File: src/rtl/obstacle_engine.sv
// Obstacle position/speed generator for the Dino Run 640x480 field.
// Ports: clk, rst (sync, active-low); obstacle_h/v (x/y), obstacle_hvel (px/tick).
module obstacle_engine #(
    parameter int TICK_DIV         = 833333,
    parameter int H_START          = 640,
    parameter int GROUND_V         = 400,
    parameter int AIR_V            = 360,
    parameter int INIT_VEL         = 2,
    parameter int MAX_VEL          = 20,
    parameter int PASSES_PER_LEVEL = 4,
    parameter int MIN_GAP          = 8
) (
    input  logic       clk,
    input  logic       rst,
    output logic [9:0] obstacle_h,
    output logic [9:0] obstacle_v,
    output logic [5:0] obstacle_hvel
);
    localparam int TW = (TICK_DIV > 1) ? $clog2(TICK_DIV) : 1;
    localparam int PW = (PASSES_PER_LEVEL > 1) ? $clog2(PASSES_PER_LEVEL) : 1;
    localparam int GW = $clog2(MIN_GAP + 16);

    typedef enum logic {
        MOVE,
        WAIT
    } state_t;

    state_t        state, state_n;
    logic [TW-1:0] tick_cnt;
    logic          tick;
    logic [PW-1:0] pass_cnt, pass_n;
    logic [GW-1:0] gap, gap_n;
    logic [7:0]    lfsr;
    logic [9:0]    h_n, v_n, vel_ext;
    logic [5:0]    vel_n;

    assign tick    = (tick_cnt == TW'(TICK_DIV - 1));
    assign vel_ext = {4'b0, obstacle_hvel};

    // Frame tick divider and free-running random source
    always_ff @(posedge clk) begin
        if (!rst) begin
            tick_cnt <= '0;
            lfsr     <= 8'hA5;
        end else begin
            tick_cnt <= tick ? '0 : tick_cnt + TW'(1);
            lfsr     <= {lfsr[6:0], lfsr[7] ^ lfsr[5] ^ lfsr[4] ^ lfsr[3]};
        end
    end

    always_ff @(posedge clk) begin
        if (!rst) begin
            state         <= MOVE;
            obstacle_h    <= 10'(H_START);
            obstacle_v    <= 10'(GROUND_V);
            obstacle_hvel <= 6'(INIT_VEL);
            pass_cnt      <= '0;
            gap           <= '0;
        end else begin
            state         <= state_n;
            obstacle_h    <= h_n;
            obstacle_v    <= v_n;
            obstacle_hvel <= vel_n;
            pass_cnt      <= pass_n;
            gap           <= gap_n;
        end
    end

    always_comb begin
        state_n = state;
        h_n     = obstacle_h;
        v_n     = obstacle_v;
        vel_n   = obstacle_hvel;
        pass_n  = pass_cnt;
        gap_n   = gap;
        if (tick) begin
            case (state)
                MOVE: begin
                    if (obstacle_h > vel_ext) begin
                        h_n = obstacle_h - vel_ext;
                    end else begin
                        // Pass finished: park off-screen and pick a gap
                        h_n     = 10'(H_START);
                        gap_n   = GW'(MIN_GAP) + GW'(lfsr[3:0]);
                        state_n = WAIT;
                        if (pass_cnt == PW'(PASSES_PER_LEVEL - 1)) begin
                            pass_n = '0;
                            if (obstacle_hvel < 6'(MAX_VEL))
                                vel_n = obstacle_hvel + 6'd1;
                        end else begin
                            pass_n = pass_cnt + PW'(1);
                        end
                    end
                end
                WAIT: begin
                    if (gap != '0) begin
                        gap_n = gap - GW'(1);
                    end else begin
                        // Next obstacle flies when both top bits are set
                        state_n = MOVE;
                        v_n     = (lfsr[7:6] == 2'b11) ? 10'(AIR_V)
                                                       : 10'(GROUND_V);
                    end
                end
            endcase
        end
    end
endmodule

File: config.mk
export PLATFORM = sky130hd
export DESIGN_NAME = obstacle_engine
export DESIGN_NICKNAME = d
export VERILOG_FILES = /design/src/rtl/obstacle_engine.sv
export SDC_FILE = /design/constraint.sdc
export NUM_CORES = 1
export LEC_CHECK = 0
export BUFFER_PORTS_ARGS = -buffer_cell sky130_fd_sc_hd__buf_4
export CAP_MARGIN = 15
export CORE_ASPECT_RATIO = 1.4
export CORE_UTILIZATION = 35
export CTS_BUF_LIST = sky130_fd_sc_hd__clkbuf_8
export CTS_CLUSTER_SIZE = 28
export DETAILED_ROUTE_END_ITERATION = 10
export PLACE_DENSITY = 0.57
export SYNTH_ARGS = -nofsm -noshare
export SYNTH_HDL_FRONTEND = slang
export SYNTH_SLANG_ARGS = --single-unit
File: constraint.sdc
create_clock -name clk -period 4.9 [get_ports clk]
set_input_delay 0.245 -clock clk [delete_from_list [all_inputs] [get_ports clk]]
set_output_delay 0.245 -clock clk [all_outputs]
set_load 0.01 [all_outputs]
==> flow_summary.json <==
{
  "whs_path_depth": 2,
  "finClkSkew_ps": 9.44,
  "post-cts-setup-buffers": 0,
  "hold_violations": 0,
  "comb_power_share_pct": 3.6,
  "synth-edff-count": 0,
  "fin_crit_sh_pct": 55.7,
  "critPathKind": "flop to flop",
  "vias_per_cell": 5.27,
  "vdd_drop_max_uv": 180,
  "setup_viol": 0,
  "whs_endpoint": "lfsr[0]",
  "port_buffers": 22,
  "netlist_instances": 326,
  "io_pins": 28,
  "mostFrequentLayoutCell": "dfxtp_1",
  "start_util_pct": 36.8,
  "r2r_start": "obstacle_h[0]",
  "power.internal_uw": 561,
  "vias": 2309,
  "critPathLaunchType": "flop",
  "synth_top_area_share_pct": 39.2,
  "rsz0062_at_grt": "false",
  "cts_tree": "yes",
  "dieArea_sq_um": 8250,
  "path_clk_slew_ps": 110,
  "r2r_cells": 9,
  "synth-async-reset-ratio_pct": 0,
  "yosysWarningCount": 0,
  "gr-total-overflow": 0,
  "final_core_util_pct": 40.7,
  "cap_violations": 0,
  "hp-class": "input pin to flop",
  "drt_iter0_drc": 172,
  "grt_max_degree": 26,
  "maxSlewHeadroom_pct": 54.4,
  "ctsResizeCount": 0,
  "tns_ps": 0,
  "dieWidth_um": 77.0,
  "seq_area_sq_um": 1080,
  "wl_per_cell_um": 13.6,
  "syn_to_final_growth_pct": 10.7,
  "cp_max_fo": 11,
  "synth_cell_types": 50,
  "avgSynthCellArea_sq_um": 8.46,
  "synth.area.top_cells": "dfxtp_1 39%, ha_1 5.4%, nor2_1 4.5%",
  "antenna_found_initial": 0,
  "layout_common_cells": "54 x dfxtp_1, 33 x nor2_1, 23 x nand2_1, 23 x buf_4, 20 x nand3_1",
  "powerDensity_nw_per_um2": 242,
  "fmax_ghz": 0.366,
  "diodes": 0,
  "cts_buffer_depth": 2,
  "grt_usage_pct": 15.3,
  "yosysSeqAreaShare_pct": 39.2,
  "nets": 355,
  "fin_crit_ps": 2730,
  "power_frac_seq_pct": 61.3,
  "ys_seq_elements": 54,
  "grt_pass1_vias": 2252,
  "synth_flop_cell": "dfxtp_1",
  "status": "finished clean",
  "power_leakage_nw": 1.14,
  "synth_area_sq_um": 2760,
  "cts_hold_buffers": 0,
  "cts_buffers": 5,
  "endpoint_kind": "flop",
  "timing.reg2reg.setup_slack_ps": 2170,
  "power_frac_clock_pct": 35.0,
  "clock_latency_ps": 310,
  "num-fill-cells": 799,
  "core_sq_um": 7500,
  "ant_nets": 0,
  "synth_top_area_cell": "dfxtp_1",
  "cts_sinks": 54,
  "dieHeight_um": 107,
  "first_pass_iters": 5,
  "min_from": "rst",
  "drive_gt1_share_pct": 10.9,
  "cp_data_arrival_time_ps": 2960,
  "gp_congestion": 0.813,
  "required_ps": 5130,
  "worstMarginPinSlew_ps": 684,
  "multi_input_area_sq_um": 1510,
  "wirelength_um": 5960,
  "hpwl_um": 4360,
  "drv_slew": 0,
  "swShare_pct": 24.2,
  "cts_root_buf": "clkbuf_8",
  "num_rows": 37,
  "cts_htree_levels": 2,
  "r2r_end": "obstacle_h[0]",
  "grt_pass1_wl_um": 10300,
  "drc": 0,
  "switchingPower_uw": 179
}
## metal layers
| metal | up-vias | track usage (%) | share of wire, % |
|---|---|---|---|
| met4 | 0 | 4.58 | 1.2 |
| met2 | 43 | 28.3 | 52 |
| met1 | 1097 | 18.1 | 44 |
| met5 | - | 0 | 0 |
| met3 | 6 | 2.30 | 2.7 |
| li1 | 1163 | - | - |
## cell type report
class | count | share of cell area (%)
multi-input combinational | 237 | 49.6
tap | 97 | 3.97
clock inverter | 3 | 0.819
clock buffer | 5 | 2.25
sequential | 54 | 35.4
timing repair buffer | 23 | 5.65
inverter | 19 | 2.34
## worst max-delay path by stage
| stage | cells after the start | end | start |
|---|---|---|---|
| floorplan | 9 | obstacle_h[7] | obstacle_h[0] |
| global placement | 9 | obstacle_h[1] | obstacle_h[0] |
| detailed placement | 9 | obstacle_h[0] | obstacle_h[0] |
| CTS | 9 | obstacle_h[0] | obstacle_h[0] |
| global route | 9 | obstacle_h[1] | obstacle_h[0] |
| finish | 9 | obstacle_h[0] | obstacle_h[0] |
## kinds of logic (layout without fill, tap and decap cells)
| logic type | count (synthesis) | count (layout) | share of synthesized area, % |
|---|---|---|---|
| buffers and inverters | 38 | 50 | 6.35 |
| DFF | 54 | 54 | 39.2 |
| and+or+nand+nor | 138 | 138 | 27.0 |
| other | 2 | 5 | 0.272 |
| adders and majority gates | 13 | 13 | 6.17 |
| AOI/OAI and AO/OA | 58 | 58 | 13.7 |
| xor gates and xnor gates | 22 | 22 | 6.98 |
| muxes | 1 | 1 | 0.363 |
## power groups by stage
stage	combinational [mW]	sequential, mW	clock (mW)
after floorplan	0.0251	0.462	0
after global placement	0.0268	0.464	0
after detailed placement	0.0272	0.464	0
after CTS	0.0274	0.454	0.275
after global routing	0.0300	0.455	0.287
final	0.0268	0.454	0.259
## worst max-delay path, cell delays in order, from the launching register on
cell,delay (ps)
dfxtp_1,370
inv_1,50
ha_1,210
fa_1,410
nor2b_1,180
o31ai_1,130
a21oi_1,560
buf_4,280
o21ai_1,210
a211oi_1,260
## flip-flops by register name (all words and copies together), names as in the netlist
register and flops:
gap 5, tick_cnt 20, lfsr 8, pass_cnt 2, obstacle_v 2, obstacle_hvel 6, obstacle_h 10, state 1
## metrics by stage
| step | hold slack (ps) | power, mW | worst slack, ps | instances | instance area (sq um) |
|---|---|---|---|---|---|
| after global placement | 430 | 0.491 | 2290 | 430 | 2960 |
| after floorplan | 411 | 0.487 | 2660 | 329 | 2770 |
| after global routing | 249 | 0.772 | 1920 | 438 | 3050 |
| final | 245 | 0.740 | 2170 | 438 | 3050 |
| after CTS | 236 | 0.756 | 2140 | 438 | 3050 |
| after detailed placement | 432 | 0.491 | 2180 | 430 | 2960 |
## synth_stat cells (3+ instances only)
library cell / number
dfxtp_1: 54
xnor2_1: 14
and2_1: 6
xor2_1: 8
ha_1: 12
nor4_1: 5
o21a_1: 5
nand4_1: 7
nor3_1: 8
buf_4: 8
a21oi_1: 16
and3_1: 8
a211oi_1: 3
inv_1: 19
clkbuf_1: 9
nand2b_1: 5
nor2_1: 33
o21ai_0: 14
or3_1: 8
nand2_1: 23
nand3_1: 20
Note: power is estimated with default switching activity, not from simulation.
